`src/rtl/axis_variable_capture_pkg.sv`:
```
// Shared definitions for the AXI4-Stream status-capture blocks.
//
// Contents:
//   ST_EMPTY / ST_RUN / ST_HOLD : state encodings of the capture FSM
//   state_t                     : enum built on those encodings
//   sat_inc()                   : saturating increment for counters up to 63 bits wide
package axis_variable_capture_pkg;

  localparam logic [1:0] ST_EMPTY = 2'd0;
  localparam logic [1:0] ST_RUN   = 2'd1;
  localparam logic [1:0] ST_HOLD  = 2'd2;

  typedef enum logic [1:0] {
    EMPTY = ST_EMPTY,
    RUN   = ST_RUN,
    HOLD  = ST_HOLD
  } state_t;

  // Increment 'value' unless it already equals the all-ones pattern of a
  // 'width'-bit counter. Callers widen their counter to 64 bits on the way in
  // and truncate back to their own width on the way out.
  function automatic logic [63:0] sat_inc(input logic [63:0] value, input int width);
    logic [63:0] max_val;
    max_val = (width >= 64) ? '1 : ((64'd1 << width) - 64'd1);
    return (value >= max_val) ? max_val : (value + 64'd1);
  endfunction

endpackage

```
`src/rtl/axis_variable_capture_timer.sv`:
```
// Stale-data timer for axis_variable_capture.
//
// Counts enabled cycles since the last clear and flags 'expired' once the
// count reaches 'limit'. A limit of 0 disables the flag.
//
// Ports:
//   aclk     in   clock, rising edge
//   aresetn  in   synchronous active-low reset
//   clr      in   zero the count and drop 'expired' (wins over everything else)
//   en       in   advance the count this cycle (saturating)
//   limit    in   CNTR_WIDTH  count at which 'expired' is set; 0 disables it
//   expired  out  sticky flag, cleared by clr, reset or limit == 0
module axis_variable_capture_timer
  import axis_variable_capture_pkg::*;
#(
  parameter int CNTR_WIDTH = 32
) (
  input  logic                  aclk,
  input  logic                  aresetn,
  input  logic                  clr,
  input  logic                  en,
  input  logic [CNTR_WIDTH-1:0] limit,
  output logic                  expired
);

  logic [CNTR_WIDTH-1:0] count;
  logic [CNTR_WIDTH-1:0] count_next;

  assign count_next = CNTR_WIDTH'(sat_inc(64'(count), CNTR_WIDTH));

  // The flag is set on the same edge the count reaches the limit, so it rises
  // exactly 'limit' enabled edges after the last clear. Comparing with >=
  // keeps it correct if the limit is lowered while counting.
  always_ff @(posedge aclk) begin
    if (!aresetn || clr) begin
      count   <= '0;
      expired <= 1'b0;
    end else begin
      if (en) begin
        count <= count_next;
      end
      if (limit == '0) begin
        expired <= 1'b0;
      end else if (en && (count_next >= limit)) begin
        expired <= 1'b1;
      end
    end
  end

endmodule

```
`src/rtl/axis_variable_capture.sv`:
```
// AXI4-Stream slave that turns sparse variable updates back into a held
// status register, with an update counter, change pulse, stale timeout and a
// hold control that freezes capture and backpressures the source.
//
// Ports:
//   aclk           in   clock, rising edge
//   aresetn        in   synchronous active-low reset
//   cfg_hold       in   1 freezes capture and drops s_axis_tready
//   cfg_timeout    in   CNTR_WIDTH  idle RUN cycles before sts_stale; 0 disables
//   s_axis_tdata   in   AXIS_TDATA_WIDTH  incoming value
//   s_axis_tvalid  in   source valid
//   s_axis_tready  out  registered ready
//   sts_data       out  AXIS_TDATA_WIDTH  last accepted value
//   sts_valid      out  at least one word accepted since reset
//   sts_changed    out  one-cycle pulse: accepted word differed or was the first
//   sts_count      out  UPD_WIDTH  accepted words, saturating
//   sts_stale      out  no accept for cfg_timeout RUN cycles
module axis_variable_capture
  import axis_variable_capture_pkg::*;
#(
  parameter int AXIS_TDATA_WIDTH = 32,
  parameter int CNTR_WIDTH       = 32,
  parameter int UPD_WIDTH        = 16
) (
  input  logic                        aclk,
  input  logic                        aresetn,
  input  logic                        cfg_hold,
  input  logic [CNTR_WIDTH-1:0]       cfg_timeout,
  input  logic [AXIS_TDATA_WIDTH-1:0] s_axis_tdata,
  input  logic                        s_axis_tvalid,
  output logic                        s_axis_tready,
  output logic [AXIS_TDATA_WIDTH-1:0] sts_data,
  output logic                        sts_valid,
  output logic                        sts_changed,
  output logic [UPD_WIDTH-1:0]        sts_count,
  output logic                        sts_stale
);

  state_t state;
  logic   accept;
  logic   timer_clr;
  logic   timer_en;

  assign accept = s_axis_tvalid & s_axis_tready;

  // The timer is zeroed by every accept and held at zero while nothing has
  // been captured; it only runs in RUN, which also freezes it in HOLD.
  assign timer_clr = accept || (state == EMPTY);
  assign timer_en  = (state == RUN) && !accept;

  axis_variable_capture_timer #(
    .CNTR_WIDTH(CNTR_WIDTH)
  ) u_timer (
    .aclk    (aclk),
    .aresetn (aresetn),
    .clr     (timer_clr),
    .en      (timer_en),
    .limit   (cfg_timeout),
    .expired (sts_stale)
  );

  // FSM plus capture registers. Ready is computed from the current state, so
  // leaving HOLD costs one extra cycle before the source sees ready again,
  // while a handshake already in flight on the hold-sampling edge is kept.
  always_ff @(posedge aclk) begin
    if (!aresetn) begin
      state         <= EMPTY;
      s_axis_tready <= 1'b0;
      sts_data      <= '0;
      sts_valid     <= 1'b0;
      sts_changed   <= 1'b0;
      sts_count     <= '0;
    end else begin
      s_axis_tready <= (state != HOLD) && !cfg_hold;

      unique case (state)
        EMPTY: begin
          if (cfg_hold) begin
            state <= HOLD;
          end else if (accept) begin
            state <= RUN;
          end
        end
        RUN: begin
          if (cfg_hold) begin
            state <= HOLD;
          end
        end
        HOLD: begin
          if (!cfg_hold) begin
            state <= sts_valid ? RUN : EMPTY;
          end
        end
        default: state <= EMPTY;
      endcase

      // The first word after reset always counts as a change, whatever the
      // cleared data register happens to hold.
      sts_changed <= accept && (!sts_valid || (s_axis_tdata != sts_data));

      if (accept) begin
        sts_data  <= s_axis_tdata;
        sts_valid <= 1'b1;
        sts_count <= UPD_WIDTH'(sat_inc(64'(sts_count), UPD_WIDTH));
      end
    end
  end

endmodule

```
`config.mk`:
```
export PLATFORM = sky130hd
export DESIGN_NAME = axis_variable_capture
export DESIGN_NICKNAME = d
export VERILOG_FILES = /design/src/rtl/axis_variable_capture_pkg.sv /design/src/rtl/axis_variable_capture_timer.sv /design/src/rtl/axis_variable_capture.sv
export SDC_FILE = /design/constraint.sdc
export NUM_CORES = 1
export LEC_CHECK = 0
export CORE_MARGIN = 2
export CORE_UTILIZATION = 40
export DETAILED_ROUTE_END_ITERATION = 6
export PLACE_DENSITY = 0.67
export SYNTH_ARGS = -nofsm -noshare
export SYNTH_HDL_FRONTEND = slang
export SYNTH_SLANG_ARGS = --single-unit
```
`constraint.sdc`:
```
create_clock -name aclk -period 3.8 [get_ports aclk]
set_input_delay 0.76 -clock aclk [delete_from_list [all_inputs] [get_ports aclk]]
set_output_delay 0.76 -clock aclk [all_outputs]
set_load 0.1 [all_outputs]
```
==> summary.md, run 1 <==
| Metric | Value |
|---|---|
| Status | completed |
| Data arrival, critical path | 3.66 ns |
| DR pass1 iterations | 5 |
| Commonest cells post-synth | nand2_1 (107), dfxtp_1 (86), a21oi_1 (72), inv_1 (41), nor2_1 (41) |
| Yosys top cell area share | 0.3179 |
| Clock network power share | 0.411 |
| Syn_area_per_cell | 7.769 um^2 |
| Initial Util | 0.4089 |
| Buf+Inv Stages, Crit Path | 0 |
| Synth unique cells | 49 |
| Overflow after GRT | 0 |
| Largest net degree at the start of global routing | 50 |
| Pwr Total | 0.002105 W |
| Worst Skew | 0.007061 ns |
| HP Class | register to register |
| Post-Place Worst Slack | 0.4222 ns |
| Worst R2R Start | u_timer.count[0]$_SDFFE_PP0P_ |
| P per Cell Area | 297.8 nW/um^2 |
| Max VDD drop | 0.1834 mV |
| Synth-to-Final Area Change | 30.52% |
| WL/cell | 15.69 um |
| Register-to-Register Path Depth | 12 |
| Max_cap viols | 0 |
| EDFF count, synth | 0 |
| Worst Setup End Kind | register |
| Asr flop ratio synth | 0 |
| Ratio of cells with drive above 1 in the final layout | 0.05569 |
| Max Slew Vio Count | 0 |
| Fin nets | 905 |
| Die W | 120.4 um |
| Placed Cells | 968 |
| I/O pin count | 120 |
| TNS Setup | 0 ns |
| Slowest-stage cell, CP | or4_1 |
| CTS tree | done |
| Worst-Skew Late Latency | 0.34 ns |
| Worst-path clk slew | 0.06 ns |
| Buffers on Ports | 119 |
| Most numerous cell in the Yosys netlist | nand2_1 |
| DIE AREA | 14480 um^2 |
| Post-synth top area cell | dfxtp_1 |
| Crit-path max FO | 7 |
| Root Buffer | clkbuf_16 |
| Final core utilization | 0.5337 |
| Placer congestion estimate | 0.8993 |
| Synthesized flop and latch total | 86 |
| Power share of the combinational group | 0.148 |
| Least-Margin Pin Slew | 1.021 ns |
| Net Sw Frac | 0.2712 |
| Clk buf depth | 2 |
| Yosys warning total | 0 |
| Total number of vias | 5414 |
| CP cell instances | ha_1, nand3_1, or4_1, nor2_1, xnor2_1, nand2_1, ha_1, nand4_1, or2_2, o41ai_1, o31ai_1, a21oi_1 |
| Static leakage | 2.774 nW |
| Post-Synthesis Net Count | 799 |
| Relative slew margins | 0.3172 |
| Synth Instances | 697 |
| WS Path Type | register to register |
| Final worst slack | 0.4154 ns |
| Synth Cell Area | 5415 um^2 |
| Register area share after synthesis | 0.3179 |
| Final Critical Period | 3.385 ns |
| Final setup viols | 0 |
| Num rows | 42 |
| Worst setup startpoint | u_timer.count[0]$_SDFFE_PP0P_ |
| # fillers | 1275 |
| Top cells by area, synth | dfxtp_1 (32%), ha_1 (7.9%), nand2_1 (7.4%), a21oi_1 (6.7%), xor2_1 (5.0%) |
| FF-to-FF End | u_timer.expired$_SDFFE_PP0P_ |
| DRC viols | 0 |
| Flop pwr share | 0.441 |
| Via density | 5.502 |
| Int Pwr | 0.001534 W |
| Vias in the first global route | 5171 |
| Setup crit start kind | register |
| Initial drt markers | 242 |
| Tot GR Track Use | 0.2129 |
| Hold depth | 2 |
| Critical Path Max Stage Delay | 0.60 ns |
| Switching power | 0.0005709 W |
| Initial antenna violation count | 0 |
| Final worst-path cycle share | 0.8907 |
| Ant. Diodes | 0 |
| Sink Count | 86 |
| Delay-heaviest family, CP | simple AND/OR/NAND/NOR gates |
| Antenna viol nets, final | 0 |
| Final std cells w/o fill | 984 |
| DRT Wirelength | 15440 um |
| Hold EP | sts_data[19]$_SDFFE_PN0P_ |
| CTS H-tree depth | 3 |
| Worst Hold Launch | sts_data[19]$_SDFFE_PN0P_ |
| Hold Vio Cnt, Final | 0 |
| Cts repair resizes | 0 |
| Global-route wire length before repair | 25220 um |
| Critical path required time | 4.07 ns |
| Hold-fix buffers, CTS | 0 |
| Most frequent CP cell | ha_1 |
| Post-synth top flop | dfxtp_1 |
| TritonCTS Buffers | 9 |
| Reg-to-reg setup timing slack | 0.42 ns |
| Post-CTS Setup Repair Bufs | 0 |
| Core area | 13240 um^2 |
| RSZ-0062 raised after global routing | false |
| DP HPWL | 11470 um |
| Chip height | 120.4 um |
| FMAX | 295.5 MHz |
==> worst reg2reg max path, stage by stage (launching register included) <==
cell and delay (ns):
dfxtp_1 0.42, ha_1 0.28, nand3_1 0.16, or4_1 0.60, nor2_1 0.22, xnor2_1 0.14, nand2_1 0.07, ha_1 0.30
nand4_1 0.13, or2_2 0.33, o41ai_1 0.41, o31ai_1 0.10, a21oi_1 0.15
==> cell usage in the layout (no fill, tap or decap), types with 4 or more instances in the layout <==
| cell | n |
|---|---|
| clkbuf_16 | 9 |
| o21ai_0 | 23 |
| a311oi_1 | 7 |
| ha_1 | 34 |
| a211oi_1 | 11 |
| xnor2_1 | 26 |
| nand4_1 | 21 |
| buf_4 | 11 |
| and4_1 | 13 |
| and2_1 | 6 |
| nand2_1 | 107 |
| a31oi_1 | 10 |
| dfxtp_1 | 86 |
| or4_1 | 4 |
| nor2_1 | 41 |
| a21oi_1 | 72 |
| nor4_2 | 4 |
| nor3_1 | 18 |
| nor4_1 | 26 |
| clkdlybuf4s50_1 | 119 |
| o21a_1 | 4 |
| xor2_1 | 31 |
| inv_1 | 41 |
| nand3_1 | 18 |
| and3_1 | 19 |
==> cell families after synthesis <==
kind of cell    Yosys count  share of synthesized area
simple gates            297                     0.2904
compound gates          140                     0.1513
flops                    86                     0.3179
buf+inv                  76                    0.05568
xor+xnor                 57                    0.09219
fa+ha+maj                34                    0.07856
mux                       7                    0.01386
==> worst max path at each step <==
| stage | endpoint | slack [ns] | cells after the start |
|---|---|---|---|
| floorplan | u_timer.expired$_SDFFE_PP0P_ | 0.79 | 12 |
| global placement | u_timer.expired$_SDFFE_PP0P_ | 0.52 | 12 |
| detailed placement | u_timer.expired$_SDFFE_PP0P_ | 0.42 | 12 |
| CTS | u_timer.expired$_SDFFE_PP0P_ | 0.41 | 12 |
| global route | u_timer.expired$_SDFFE_PP0P_ | 0.14 | 12 |
| finish | u_timer.expired$_SDFFE_PP0P_ | 0.42 | 12 |
==> final cells by class <==
class                      count  area (um^2)  area share
multi-input combinational    535         3402      0.4813
inverter                      41        153.9     0.02177
clock inverter                 4        30.03    0.004249
sequential                    86         1722      0.2436
clock buffer                  12        266.5     0.03771
tap                          176        220.2     0.03116
timing repair buffer         130         1274      0.1802
==> routing by layer <==
layer / wire, um / up-vias / GRT usage / part of all wire
met5: 0 / - / 0 / 0
met4: 220 / 0 / 0.05814 / 0.014
met3: 1421 / 19 / 0.06651 / 0.092
met2: 6704 / 196 / 0.3295 / 0.43
met1: 7093 / 2502 / 0.2868 / 0.46
li1: - / 2697 / - / -
==> sequential cells by signal, indices dropped and copies added, names as in the netlist <==
signal           cells
sts_count           16
u_timer.expired      1
sts_valid            1
u_timer.count       32
sts_data            32
s_axis_tready        1
sts_changed          1
state                2
==> power groups by stage <==
stage | combinational, W | sequential [W] | clock (W)
6_report | 0.000312 | 0.000929 | 0.000864
5_1_grt | 0.000333 | 0.000931 | 0.000923
4_1_cts | 0.000313 | 0.000929 | 0.000887
3_5_place_dp | 0.000311 | 0.000949 | 0
3_3_place_gp | 0.000306 | 0.000948 | 0
2_1_floorplan | 0.0000866 | 0.00104 | 0
==> metrics by stage <==
stage	hold WS, ns	area [um^2]
after floorplan	0.4511	5415
after CTS	0.4855	7063
final	0.4846	7068
after global placement	0.4681	6766
after detailed placement	0.4750	6766
after global routing	0.5040	7068
(Power assumes the default switching activity.)
==> inputs of run 2 (changes only) <==
Settings changed: SETUP_SLACK_MARGIN set to 0.3.
Clock period 3.8 ns to 3.4 ns, I/O delays scaled along.
==> summary.md, run 2 (synthesized netlist as in run 1, its figures left out) <==
| Metric | Value |
|---|---|
| Status | completed (unchanged) |
| WL/cell | 15.40 um (was 15.69 um) |
| Relative slew margins | 0.3438 (was 0.3172) |
| Tot GR Track Use | 0.2128 (was 0.2129) |
| Data arrival, critical path | 3.20 ns (was 3.66 ns) |
| TritonCTS Buffers | 9 (unchanged) |
| RSZ-0062 raised after global routing | false (unchanged) |
| Placer congestion estimate | 0.8877 (was 0.8993) |
| Worst R2R Start | u_timer.count[7]$_SDFFE_PP0P_ (was u_timer.count[0]$_SDFFE_PP0P_) |
| Synth-to-Final Area Change | 32.74% (was 30.52%) |
| Cell area after layout | 7188 um^2 (was 7068 um^2) |
| Worst Skew | 0.006943 ns (was 0.007061 ns) |
| Setup crit start kind | register (unchanged) |
| Final worst-path cycle share | 0.8624 (was 0.8907) |
| Root Buffer | clkbuf_16 (unchanged) |
| DR pass1 iterations | 4 (was 5) |
| Overflow after GRT | 0 (unchanged) |
| Global-route wire length before repair | 25210 um (was 25220 um) |
| Worst setup startpoint | u_timer.count[7]$_SDFFE_PP0P_ (was u_timer.count[0]$_SDFFE_PP0P_) |
| DP HPWL | 11370 um (was 11470 um) |
| Largest registers | sts_data: 32 flops, u_timer.count: 32 flops, sts_count: 16 flops (unchanged) |
| Multi-input logic area | 3475 um^2 (was 3402 um^2) |
| HP Class | register to register (unchanged) |
| Final Critical Period | 2.932 ns (was 3.385 ns) |
| Initial drt markers | 251 (was 242) |
| Hold Vio Cnt, Final | 0 (unchanged) |
| Ratio of cells with drive above 1 in the final layout | 0.1693 (was 0.05569) |
| I/O pin count | 120 (unchanged) |
| Largest net degree at the start of global routing | 50 (unchanged) |
| Worst-path clk slew | 0.06 ns (about the same) |
| # fillers | 1257 (was 1275) |
| WS Path Type | register to register (unchanged) |
| CTS tree | done (unchanged) |
| Num rows | 42 (unchanged) |
| Crit-path max FO | 9 (was 7) |
| Max VDD drop | 0.2157 mV (was 0.1834 mV) |
| CP cell instances | nand4_4, or4_4, buf_6, buf_4, nor3_2, nand2_1, mux2_2, ha_1, and4_1, nand3_1, nor2_1, o31ai_1, a21oi_1 (was ha_1, nand3_1, or4_1, nor2_1, xnor2_1, nand2_1, ha_1, nand4_1, or2_2, o41ai_1, o31ai_1, a21oi_1) |
| Max Slew Vio Count | 0 (unchanged) |
| Buffers on Ports | 119 (unchanged) |
| FMAX | 341.0 MHz (was 295.5 MHz) |
| Max_cap viols | 0 (unchanged) |
| Sink Count | 86 (unchanged) |
| Via density | 5.442 (was 5.502) |
| Initial antenna violation count | 0 (unchanged) |
| Clk buf depth | 2 (unchanged) |
| Chip height | 120.4 um (unchanged) |
| Final core utilization | 0.5428 (was 0.5337) |
| DIE AREA | 14480 um^2 (unchanged) |
| Fin nets | 925 (was 905) |
| Slowest-stage cell, CP | or4_4 (was or4_1) |
| WHS | 0.4818 ns (was 0.4846 ns) |
| Core area | 13240 um^2 (unchanged) |
| Initial Util | 0.4089 (unchanged) |
| Static leakage | 2.999 nW (was 2.774 nW) |
| DRC viols | 0 (unchanged) |
| Worst Setup End Kind | register (unchanged) |
| DRT Wirelength | 15450 um (was 15440 um) |
| Least-Margin Pin Slew | 0.9844 ns (was 1.021 ns) |
| Hold-fix buffers, CTS | 0 (unchanged) |
| P per Cell Area | 328.0 nW/um^2 (was 297.8 nW/um^2) |
| Vias in the first global route | 5273 (was 5171) |
| Total number of vias | 5458 (was 5414) |
| Register Area | 1752 um^2 (was 1722 um^2) |
| Pwr Total | 0.002357 W (was 0.002105 W) |
| Worst Hold Launch | u_timer.count[19]$_SDFFE_PP0P_ (was sts_data[19]$_SDFFE_PN0P_) |
| Most frequent cells in the layout | nand2_1 (106), buf_4 (82), a21oi_1 (72), dfxtp_1 (72), clkdlybuf4s50_1 (67) (was clkdlybuf4s50_1 (119), nand2_1 (107), dfxtp_1 (86)) |
| CTS H-tree depth | 3 (unchanged) |
| Antenna viol nets, final | 0 (unchanged) |
| Critical Path Max Stage Delay | 0.59 ns (was 0.60 ns) |
| Critical path required time | 3.67 ns (was 4.07 ns) |
| Area post-placement | 6711 um^2 (was 6766 um^2) |
| TNS Setup | 0 ns (unchanged) |
| Final setup viols | 0 (unchanged) |
| Die W | 120.4 um (unchanged) |
| Ant. Diodes | 0 (unchanged) |
| Worst-Skew Late Latency | 0.34 ns (about the same) |
| Commonest non-fill, non-tap cell in the layout | nand2_1 (was clkdlybuf4s50_1) |
==> run 2: cell count changes in the layout (fill, tap and decap cells not counted), moves of 2 or more <==
cell             change
buf_4               +71
clkdlybuf4s50_1     -52
dfxtp_1             -14
dfxtp_2              +9
dfxtp_4              +5
clkbuf_8             -2
clkinv_4             -2
ha_1                 -2
ha_4                 +2
nor2_1               -2
==> run 2: repair_timing <==
| item | in CTS | in global routing |
|---|---|---|
| gates resized for setup | 6 | 30 |
| pin swaps | 1 | 11 |
| endpoints found under the setup margin | 1 | 1 |
| setup buffers | 3 | 7 |
==> run 2: final cells by class <==
| type | instances | area share |
|---|---|---|
| clock inverters | 4 | 0.006614 |
| multi-input cells | 535 | 0.4834 |
| repair buffers | 150 | 0.1805 |
| well taps | 176 | 0.03064 |
| flip-flops and latches | 86 | 0.2437 |
| clock buffers | 11 | 0.03377 |
| inverters | 41 | 0.02141 |
==> run 2: path summary, 6_finish.rpt <==
check                                                       to  slack [ns]  cells after the start
worst min register to register  u_timer.count[19]$_SDFFE_PP0P_        0.48                      1
worst max register to register    u_timer.expired$_SDFFE_PP0P_        0.47                     13
worst min-delay path            u_timer.count[19]$_SDFFE_PP0P_        0.48                      1
worst max-delay path              u_timer.expired$_SDFFE_PP0P_        0.47                     13
==> run 2: per-layer routing <==
metal | up-vias | routed length (um) | GRT usage
met4 | 0 | 208 | 0.06977
li1 | 2742 | - | -
met3 | 17 | 1307 | 0.05943
met1 | 2524 | 7031 | 0.2823
met2 | 175 | 6902 | 0.3342
met5 | - | 0 | 0
==> run 2: where the power goes <==
group	leakage (nW)	total (W)	switching [W]	internal, W
clock	0.141	0.000978	0.000395	0.000583
sequential	0.704	0.00103	0.0000156	0.00102
combinational	2.15	0.000345	0.000213	0.000132
==> run 2: worst max-delay path, delay by kind of cell (launching register included) <==
| kind | cells | cell delay, ns |
|---|---|---|
| buf+inv | 2 | 0.29 |
| simple gates | 7 | 1.40 |
| fa+ha+maj | 1 | 0.27 |
| mux | 1 | 0.29 |
| compound gates | 2 | 0.24 |
| flops | 1 | 0.39 |
==> run 2: metrics by stage <==
step | std cells | setup slack [ns]
after floorplan | 697 | 0.3924
after global placement | 978 | 0.2222
after detailed placement | 978 | 0.1568
after CTS | 996 | 0.3283
after global routing | 1003 | 0.2862
final | 1003 | 0.4678
